**src/rtl/timer_unit.sv**
```systemverilog
// Three-channel countdown timer (alarm, pulse gate, periodic strobe) armed from one load bus.
// Optional build macro TIMER_STICKY_BELL_EN: bell latches on expiry until the next put or reset.
module timer_unit #(
  parameter int W = 8
) (
  input  logic         clock,
  input  logic         reset,
  input  logic [W-1:0] value,
  input  logic         put,
  output logic         bell,
  output logic         act,
  output logic         beep
);

  localparam logic [W-1:0] ZERO = {W{1'b0}};
  localparam logic [W-1:0] ONE  = {{(W-1){1'b0}}, 1'b1};

  logic [W-1:0] c_q, c_d;
  logic [W-1:0] s_q, s_d;
  logic         r_q, r_d;
  logic         bell_q, bell_d;
  logic         act_q;
  logic         beep_q, beep_d;

  // Alarm/pulse counter: load on put, otherwise count down to zero and hold.
  always_comb begin
    c_d = c_q;
    if (put) begin
      c_d = value;
    end else if (c_q != ZERO) begin
      c_d = c_q - ONE;
    end else begin
      c_d = c_q;
    end
  end

  // Expiry is the 1->0 step of C; a put on that edge aborts the count, so no bell.
  always_comb begin
    bell_d = 1'b0;
`ifdef TIMER_STICKY_BELL_EN
    if (put) begin
      bell_d = 1'b0;
    end else begin
      bell_d = bell_q | (c_q == ONE);
    end
`else
    if (put) begin
      bell_d = 1'b0;
    end else begin
      bell_d = (c_q == ONE);
    end
`endif
  end

  // Strobe counter: period end reloads from the live value, so a new value applies next period.
  always_comb begin
    s_d    = s_q;
    r_d    = r_q;
    beep_d = 1'b0;
    if (put) begin
      s_d = value;
      r_d = (value != ZERO);
    end else if (r_q && (s_q == ONE)) begin
      s_d    = value;
      r_d    = (value != ZERO);
      beep_d = 1'b1;
    end else if (r_q && (s_q != ZERO)) begin
      s_d = s_q - ONE;
    end else begin
      s_d = s_q;
    end
  end

  // State and registered outputs; act follows the next value of C so it rises right after put.
  always_ff @(posedge clock) begin
    if (reset) begin
      c_q    <= ZERO;
      s_q    <= ZERO;
      r_q    <= 1'b0;
      bell_q <= 1'b0;
      act_q  <= 1'b0;
      beep_q <= 1'b0;
    end else begin
      c_q    <= c_d;
      s_q    <= s_d;
      r_q    <= r_d;
      bell_q <= bell_d;
      act_q  <= (c_d != ZERO);
      beep_q <= beep_d;
    end
  end

  assign bell = bell_q;
  assign act  = act_q;
  assign beep = beep_q;

endmodule

```
**config.mk**
```make
export PLATFORM = sky130hd
export DESIGN_NAME = timer_unit
export DESIGN_NICKNAME = d
export VERILOG_FILES = /design/src/rtl/timer_unit.sv
export SDC_FILE = /design/constraint.sdc
export NUM_CORES = 1
export LEC_CHECK = 0
export CAP_MARGIN = 15
export CORE_MARGIN = 3
export CORE_UTILIZATION = 38
export CTS_CLUSTER_DIAMETER = 60
export DETAILED_ROUTE_END_ITERATION = 16
export PLACE_DENSITY = 0.68
export SLEW_MARGIN = 10
export SYNTH_ARGS = -nofsm -noshare
export SYNTH_HDL_FRONTEND = slang
export SYNTH_SLANG_ARGS = --single-unit
```
**constraint.sdc**
```tcl
create_clock -name clock -period 4 [get_ports clock]
set_input_delay 1 -clock clock [delete_from_list [all_inputs] [get_ports clock]]
set_output_delay 1 -clock clock [all_outputs]
set_load 0.02 [all_outputs]
```
==> flow_summary.json, run 1 <==
{
  "cts_tree": "built",
  "rows": 19,
  "hp-class": "register to register",
  "setup_viol": 0,
  "cts_root_buffer": "clkbuf_4",
  "syn_avg_cell_area_um2": 8.17,
  "post_drt_wl_per_cell_um": 14.1,
  "cp_num_buf_inv": 1,
  "async_flop_share_pct": 0,
  "crit_path_start_kind": "input pin",
  "ys_seq_area_share_pct": 33.1,
  "nFillCells": 293,
  "vias_per_cell": 5.57,
  "finalHoldViolCount": 0,
  "synth_edf_count": 0,
  "port_buffers": 13,
  "maxCapViolations": 0,
  "period_needed_ps": 2800,
  "synthesis.nets": 165,
  "drive_gt1_share_pct": 6.25,
  "worstSkewPairLatency_ps": 300,
  "cts_resized": 0,
  "status": "finished, final reports clean",
  "cts_max_level": 1,
  "ys_warn_count": 0,
  "dieArea_um2": 3890,
  "synth_largest_area_cell": "dfxtp_1",
  "synth_cell_type_count": 42,
  "critical_path_class": "input pin to register",
  "clockPowerShare_pct": 22.9,
  "comb_power_share_pct": 31.2,
  "clock_path_buffers": 2,
  "swShare_pct": 33.4,
  "synth_top_flop_cell": "dfxtp_1",
  "cts_setup_buffers": 0,
  "crit_path_end_kind": "register",
  "grt_pass1_vias": 1036,
  "num_vias": 1125,
  "p_seq_share_pct": 46.0,
  "skew_ps": 4.15,
  "critical_path_required_ps": 4220,
  "ir_worst_vdd_mv": 0.245,
  "clk_pin_slew_ps": 120,
  "grt_pass1_wl_um": 4750,
  "start_util_pct": 41.7,
  "ys_ff_latch": 20,
  "tightest_slew_ps": 710,
  "grt_max_degree": 20,
  "worstPathCellList": "clkdlybuf4s50_1 > a311oi_2 > a21boi_0 > o21ai_0 > a21oi_1",
  "drc": 0,
  "netlist_instances": 148,
  "gp_congestion": 0.819,
  "dp_hpwl_um": 2140,
  "die_w_um": 62.4,
  "p_int_mw": 0.350,
  "ios": 14,
  "yosysTopAreaCellShare_pct": 33.1,
  "tns_ps": 0,
  "drt_iter0_drc": 73,
  "yosys-top-cells-area": "dfxtp_1 33%, nor2_1 6.5%, ha_1 6.2%",
  "rsz0062_at_grt": "false",
  "totalWireLength_um": 2850,
  "cts_made_buffers": 3,
  "fmax_mhz": 357,
  "antenna_found_initial": 0,
  "critPathMaxStageDelay_ps": 760,
  "die_y_um": 62.4,
  "hold_buffers": 0,
  "drt_pass1_iterations": 4,
  "cp.arrival_ps": 3020,
  "final_cells": 202,
  "critPathTopFamily": "compound AO/OA/AOI/OAI gates",
  "worstPathMaxFanout": 18,
  "post-route-period-util_pct": 69.9,
  "cts_sinks": 20,
  "p_switching_mw": 0.175,
  "finalMaxSlewViolations": 0,
  "critPathSlowestCell": "a311oi_2",
  "relSlewSlack_pct": 52.5,
  "syn_area_um2": 1210,
  "grt_use_total_pct": 15.1,
  "overflow": 0,
  "ant_nets": 0,
  "fin_nets": 178,
  "dp_cells": 198,
  "power_density_nw_per_um2": 373,
  "coreArea_um2": 2900,
  "syn2layout_area_growth_pct": 16.4,
  "antenna_cells": 0,
  "power.leakage_nw": 0.525
}
[final timing paths]
check                                          from             endpoint  slack (ps)  cells after the start
worst max-delay path                            put  s_q[4]$_SDFFE_PP0P_        1200                      5
worst min-delay path            s_q[5]$_SDFFE_PP0P_  s_q[5]$_SDFFE_PP0P_         520                      2
worst max register to register  s_q[0]$_SDFFE_PP0P_  s_q[4]$_SDFFE_PP0P_        1680                      7
worst min register to register  s_q[5]$_SDFFE_PP0P_  s_q[5]$_SDFFE_PP0P_         520                      2
[stage by stage]
step	utilization, %	setup WS [ps]	hold slack [ps]	total power, mW	area, um2
after floorplan	-	1850	465	0.364	1210
after global placement	47.2	1090	490	0.404	1370
after detailed placement	47.2	911	501	0.407	1370
after CTS	48.5	1240	519	0.527	1410
after global routing	48.5	1010	548	0.560	1410
final	48.5	1200	522	0.525	1410
[sequential cells by signal, summed over array words and instances, names as in the netlist]
| name | cells |
|---|---|
| beep | 1 |
| r_q | 1 |
| act | 1 |
| bell | 1 |
| s_q | 8 |
| c_q | 8 |
[worst min-delay path, delay by kind of cell, from the launching register on]
family	cells	cell delay (ps)
DFF	1	370
AOI/OAI and AO/OA	1	50
and+or+nand+nor	1	70
[kinds of logic (layout without fill, tap and decap cells)]
logic type	Yosys count	count (layout)	share of synthesized area (%)
xor gates and xnor gates	9	9	6.52
DFF	20	20	33.1
adders and majority gates	6	6	6.21
buffers and inverters	13	25	4.24
AOI/OAI and AO/OA	38	38	22.9
muxes	1	1	0.828
and+or+nand+nor	61	61	26.2
[synth_stat cells, types with 2 or more instances]
master     instances
xnor2_1            8
a211oi_1           3
nor2_1            21
nor4_1             5
a21oi_1           11
ha_1               6
nand3_1            3
a22oi_1            7
inv_1              8
dfxtp_1           20
nand2b_1           3
a2bb2oi_1          2
nor3_1             3
nand2_1           16
clkbuf_1           3
o21ai_0            3
[area by class of cell]
| type | count | area (um2) | area share [%] |
|---|---|---|---|
| Timing Repair Buffer | 13 | 130 | 9.25 |
| Clock buffer | 4 | 36.3 | 2.58 |
| Tap cell | 42 | 52.6 | 3.74 |
| Multi-Input combinational cell | 115 | 757 | 53.8 |
| Inverter | 8 | 30.0 | 2.14 |
| Sequential cell | 20 | 400 | 28.5 |
[cell usage in the layout, fill, tap and decap left out, types with 2 or more instances in the layout]
master / n
a211oi_1: 3
a21oi_1: 11
a22oi_1: 7
a2bb2oi_1: 2
clkbuf_4: 3
clkdlybuf4s50_1: 13
dfxtp_1: 20
ha_1: 6
inv_1: 8
nand2_1: 16
nand2b_1: 3
nand3_1: 3
nor2_1: 21
nor3_1: 3
nor4_1: 5
o21ai_0: 3
xnor2_1: 8
[power by group through the flow]
stage | logic, mW | registers [mW] | clock network [mW]
floorplan | 0.124 | 0.241 | 0
detailed placement | 0.162 | 0.245 | 0
global route | 0.182 | 0.245 | 0.133
CTS | 0.163 | 0.241 | 0.123
finish | 0.164 | 0.241 | 0.120
global placement | 0.159 | 0.245 | 0
[per-layer routing]
layer | GRT usage [%] | wire [um] | vias to the layer above
met5 | 0 | 0 | -
met4 | 3.31 | 21 | 0
met3 | 4.32 | 172 | 2
met2 | 24.9 | 1300 | 36
met1 | 19.5 | 1360 | 528
li1 | - | - | 559
Note: power is estimated with default switching activity, not from simulation.
==> run 2, diff against run 1 <==
Clock period 4 ns to 2.72 ns, I/O delays scaled along.
==> flow_summary.json, run 2 (synthesized netlist as in run 1, its figures left out) <==
{
  "status": "finished, final reports clean",
  "clk_pin_slew_ps": 110,
  "cts_sinks": 20,
  "drive_gt1_share_pct": 8.54,
  "dp_cells": 203,
  "fin_nets": 183,
  "grt_max_degree": 12,
  "drc": 0,
  "antenna_cells": 0,
  "critPathSlowestCell": "or4_4",
  "worstPathCellList": "or4_4 > nor4b_4 > nor2_1 > a22oi_1 > a41oi_1",
  "dp_slack_ps": 426,
  "tightest_slew_ps": 522,
  "reg.largest.list": "c_q x8, s_q x8",
  "critPathMaxStageDelay_ps": 570,
  "gp_congestion": 0.857,
  "skew_ps": 0.912,
  "critical_path_required_ps": 2890,
  "cts_resized": 0,
  "drt_pass1_iterations": 4,
  "fin_ws_ps": 619,
  "ios": 14,
  "tns_ps": 0,
  "grt_pass1_wl_um": 5350,
  "dieArea_um2": 3890,
  "clock_path_buffers": 2,
  "antenna_found_initial": 0,
  "drt_iter0_drc": 113,
  "cp.arrival_ps": 2270,
  "whs_ps": 515,
  "finalMaxSlewViolations": 0,
  "num_vias": 1174,
  "ant_nets": 0,
  "post-route-period-util_pct": 77.2,
  "crit_path_end_kind": "register",
  "relSlewSlack_pct": 64.9,
  "ir_worst_vdd_mv": 0.233,
  "post_drt_wl_per_cell_um": 14.6,
  "die_y_um": 62.4,
  "start_util_pct": 41.7,
  "overflow": 0,
  "final_cells": 206,
  "hold_buffers": 0,
  "cts_tree": "built",
  "fmax_mhz": 476,
  "mostFrequentLayoutCell": "nor2_1",
  "die_w_um": 62.4,
  "power_density_nw_per_um2": 522,
  "maxCapViolations": 0,
  "dp_hpwl_um": 2290,
  "cts_max_level": 1,
  "layout_common_cells": "21 x nor2_1, 20 x dfxtp_1, 16 x nand2_1, 13 x clkdlybuf4s50_1, 11 x a21oi_1",
  "vias_per_cell": 5.70,
  "worstSkewPairLatency_ps": 290,
  "cts_setup_buffers": 0,
  "totalWireLength_um": 3020,
  "total_power_mw": 0.747,
  "crit_path_start_kind": "register",
  "critPathTopFamily": "simple AND/OR/NAND/NOR gates",
  "hp-class": "register to register",
  "period_needed_ps": 2100,
  "grt_pass1_vias": 1155,
  "port_buffers": 13,
  "rows": 19,
  "worstPathMaxFanout": 7,
  "finalHoldViolCount": 0,
  "power.leakage_nw": 0.543,
  "cp_num_buf_inv": 0,
  "cts_root_buffer": "clkbuf_4",
  "grt_use_total_pct": 16.8,
  "cts_made_buffers": 3,
  "syn2layout_area_growth_pct": 18.3,
  "setup_viol": 0,
  "critical_path_class": "register to register",
  "rsz0062_at_grt": "false",
  "coreArea_um2": 2900
}
## run 2: cell types whose count changed in the layout (fill, tap and decap cells not counted)
cell	change
buf_4	+5
clkbuf_8	-1
## run 2: power by group
part           switching (mW)  total, mW  internal, mW
clock                  0.0905      0.142        0.0515
sequential             0.0361      0.355         0.319
combinational           0.131      0.250         0.120
## run 2: area by class of cell
type | instances | area (um2)
Clock buffer | 3 | 22.5
Fill cell | 289 | 1470
Inverter | 8 | 30.0
Multi-Input combinational cell | 115 | 757
Sequential cell | 20 | 400
Tap cell | 42 | 52.6
Timing Repair Buffer | 18 | 168
## run 2: layer usage
layer	share of wire [%]	track usage, %	up-vias	wire length, um
met5	0	0	-	0
met4	2.3	9.92	0	68
met3	4.3	2.88	8	129
met2	45	23.9	40	1350
met1	49	23.5	552	1470
li1	-	-	574	-
## run 2: per-stage QoR
stage / cell area, um2 / util [%]
floorplan: 1210 / -
global placement: 1410 / 48.5
detailed placement: 1410 / 48.5
CTS: 1430 / 49.3
global route: 1430 / 49.3
finish: 1430 / 49.3
## run 2: tightest hold or removal path, stage by stage (launching register included)
cell	delay [ps]
dfxtp_1	360
nand2_1	60
a21oi_1	50
## run 2: worst paths after layout
| kind | start | endpoint | slack, ps | cells after the start |
|---|---|---|---|---|
| worst max-delay path | c_q[4]$_SDFF_PP0_ | act$_SDFF_PP0_ | 620 | 5 |
| worst min-delay path | s_q[7]$_SDFFE_PP0P_ | s_q[7]$_SDFFE_PP0P_ | 520 | 2 |
| worst max register to register | c_q[4]$_SDFF_PP0_ | act$_SDFF_PP0_ | 620 | 5 |
| worst min register to register | s_q[7]$_SDFFE_PP0P_ | s_q[7]$_SDFFE_PP0P_ | 520 | 2 |
==> run 3, diff against run 2 <==
Clock period 2.72 ns to 2.05 ns, I/O delays scaled along.
==> flow_summary.json, run 3 (synthesized netlist as in run 1, its figures left out) <==
{
  "grt_pass1_vias": 1164,
  "dp_hpwl_um": 2300,
  "cp.arrival_ps": 2060,
  "status": "finished, final reports clean",
  "ir_worst_vdd_mv": 0.457,
  "tightest_slew_ps": 493,
  "cts_sinks": 20,
  "die_w_um": 62.4,
  "drt_pass1_iterations": 4,
  "grt_use_total_pct": 17.7,
  "grt_max_degree": 19,
  "drc": 0,
  "maxCapViolations": 0,
  "worstPathMaxFanout": 5,
  "cts_max_level": 1,
  "totalWireLength_um": 3160,
  "cts_made_buffers": 3,
  "post_drt_wl_per_cell_um": 14.8,
  "gp_congestion": 0.876,
  "ios": 14,
  "dp_cells": 207,
  "drive_gt1_share_pct": 14.5,
  "period_needed_ps": 1880,
  "setup_viol": 0,
  "syn2layout_area_growth_pct": 24.1,
  "cts_root_buffer": "clkbuf_4",
  "clock_path_buffers": 2,
  "final_cells": 214,
  "die_y_um": 62.4,
  "fin_nets": 190,
  "antenna_found_initial": 0,
  "dieArea_um2": 3890,
  "critical_path_required_ps": 2230,
  "nFillCells": 288,
  "port_buffers": 13,
  "power_density_nw_per_um2": 709,
  "skew_ps": 7.87,
  "num_vias": 1171,
  "ant_nets": 0,
  "start_util_pct": 41.7,
  "layout_common_cells": "21 x nor2_1, 17 x dfxtp_1, 16 x nand2_1, 13 x clkdlybuf4s50_1, 12 x buf_4",
  "cts_tree": "built",
  "crit_path_end_kind": "register",
  "rsz0062_at_grt": "false",
  "rows": 19,
  "overflow": 0,
  "antenna_cells": 0,
  "coreArea_um2": 2900,
  "mostFrequentLayoutCell": "nor2_1",
  "critical_path_class": "register to register",
  "relSlewSlack_pct": 66.9,
  "reg.largest.list": "c_q x8, s_q x8",
  "finalMaxSlewViolations": 0,
  "crit_path_start_kind": "register",
  "grt_pass1_wl_um": 5560,
  "fmax_mhz": 533,
  "post-route-period-util_pct": 91.6,
  "clk_pin_slew_ps": 110,
  "power.leakage_nw": 0.588,
  "hp-class": "register to register",
  "drt_iter0_drc": 138,
  "worstSkewPairLatency_ps": 310,
  "finalHoldViolCount": 0,
  "vias_per_cell": 5.47,
  "tns_ps": 0
}
[run 3: cell types whose count changed in the layout (fill, tap and decap cells not counted)]
cell	previous run	this run
buf_4	5	12
dfxtp_2	0	3
clkbuf_8	0	1
a21boi_0	1	0
dfxtp_1	20	17
a21boi_1	0	1
[run 3: path summary, 6_finish.rpt]
check / startpoint / endpoint / slack, ps / cells past startpoint
setup / recovery: c_q[4]$_SDFF_PP0_ / act$_SDFF_PP0_ / 170 / 5
hold / removal: s_q[7]$_SDFFE_PP0P_ / s_q[7]$_SDFFE_PP0P_ / 510 / 2
setup reg to reg: c_q[4]$_SDFF_PP0_ / act$_SDFF_PP0_ / 170 / 5
hold reg to reg: s_q[7]$_SDFFE_PP0P_ / s_q[7]$_SDFFE_PP0P_ / 510 / 2
[run 3: critical path: stages, from the launching register on]
cell     delay [ps]
dfxtp_2         360
or4_4           560
nor4b_4         340
nor2_1          150
a22oi_1         220
a41oi_1         130
[run 3: final cells by class]
type | count | area (um2) | share of cell area (%)
Multi-Input combinational cell | 115 | 757 | 50.5
Sequential cell | 20 | 404 | 26.9
Timing Repair Buffer | 25 | 220 | 14.7
Tap cell | 42 | 52.6 | 3.50
Clock buffer | 4 | 36.3 | 2.42
Inverter | 8 | 30.0 | 2.00
[run 3: power by group]
| group | internal, mW | total, mW | switching (mW) |
|---|---|---|---|
| Sequential | 0.424 | 0.468 | 0.0441 |
| Combinational | 0.175 | 0.358 | 0.183 |
| Clock | 0.108 | 0.237 | 0.129 |
| Total | 0.707 | 1.06 | 0.356 |
[run 3: layer usage]
metal	vias up	part of all wire [%]	track usage, %
li1	583	-	-
met1	558	49	24.8
met2	28	45	26.6
met3	2	4.6	4.32
met4	0	0.76	5.51
met5	-	0	0
[run 3: what timing repair did]
item,in CTS,in global routing
gates resized for setup,0,4
buffers inserted,0,3
setup endpoints to repair,0,3
hold buffers,0,0
[run 3: through the flow]
step	total power, mW	utilization, %	hold WS [ps]	instance area (um2)	worst slack (ps)
after floorplan	0.711	-	465	1210	183
after global placement	0.808	49.6	481	1440	48.1
after detailed placement	0.816	49.6	495	1440	6.06
after CTS	1.06	50.8	513	1470	98.4
after global routing	1.14	51.7	542	1500	11.8
final	1.06	51.7	515	1500	173
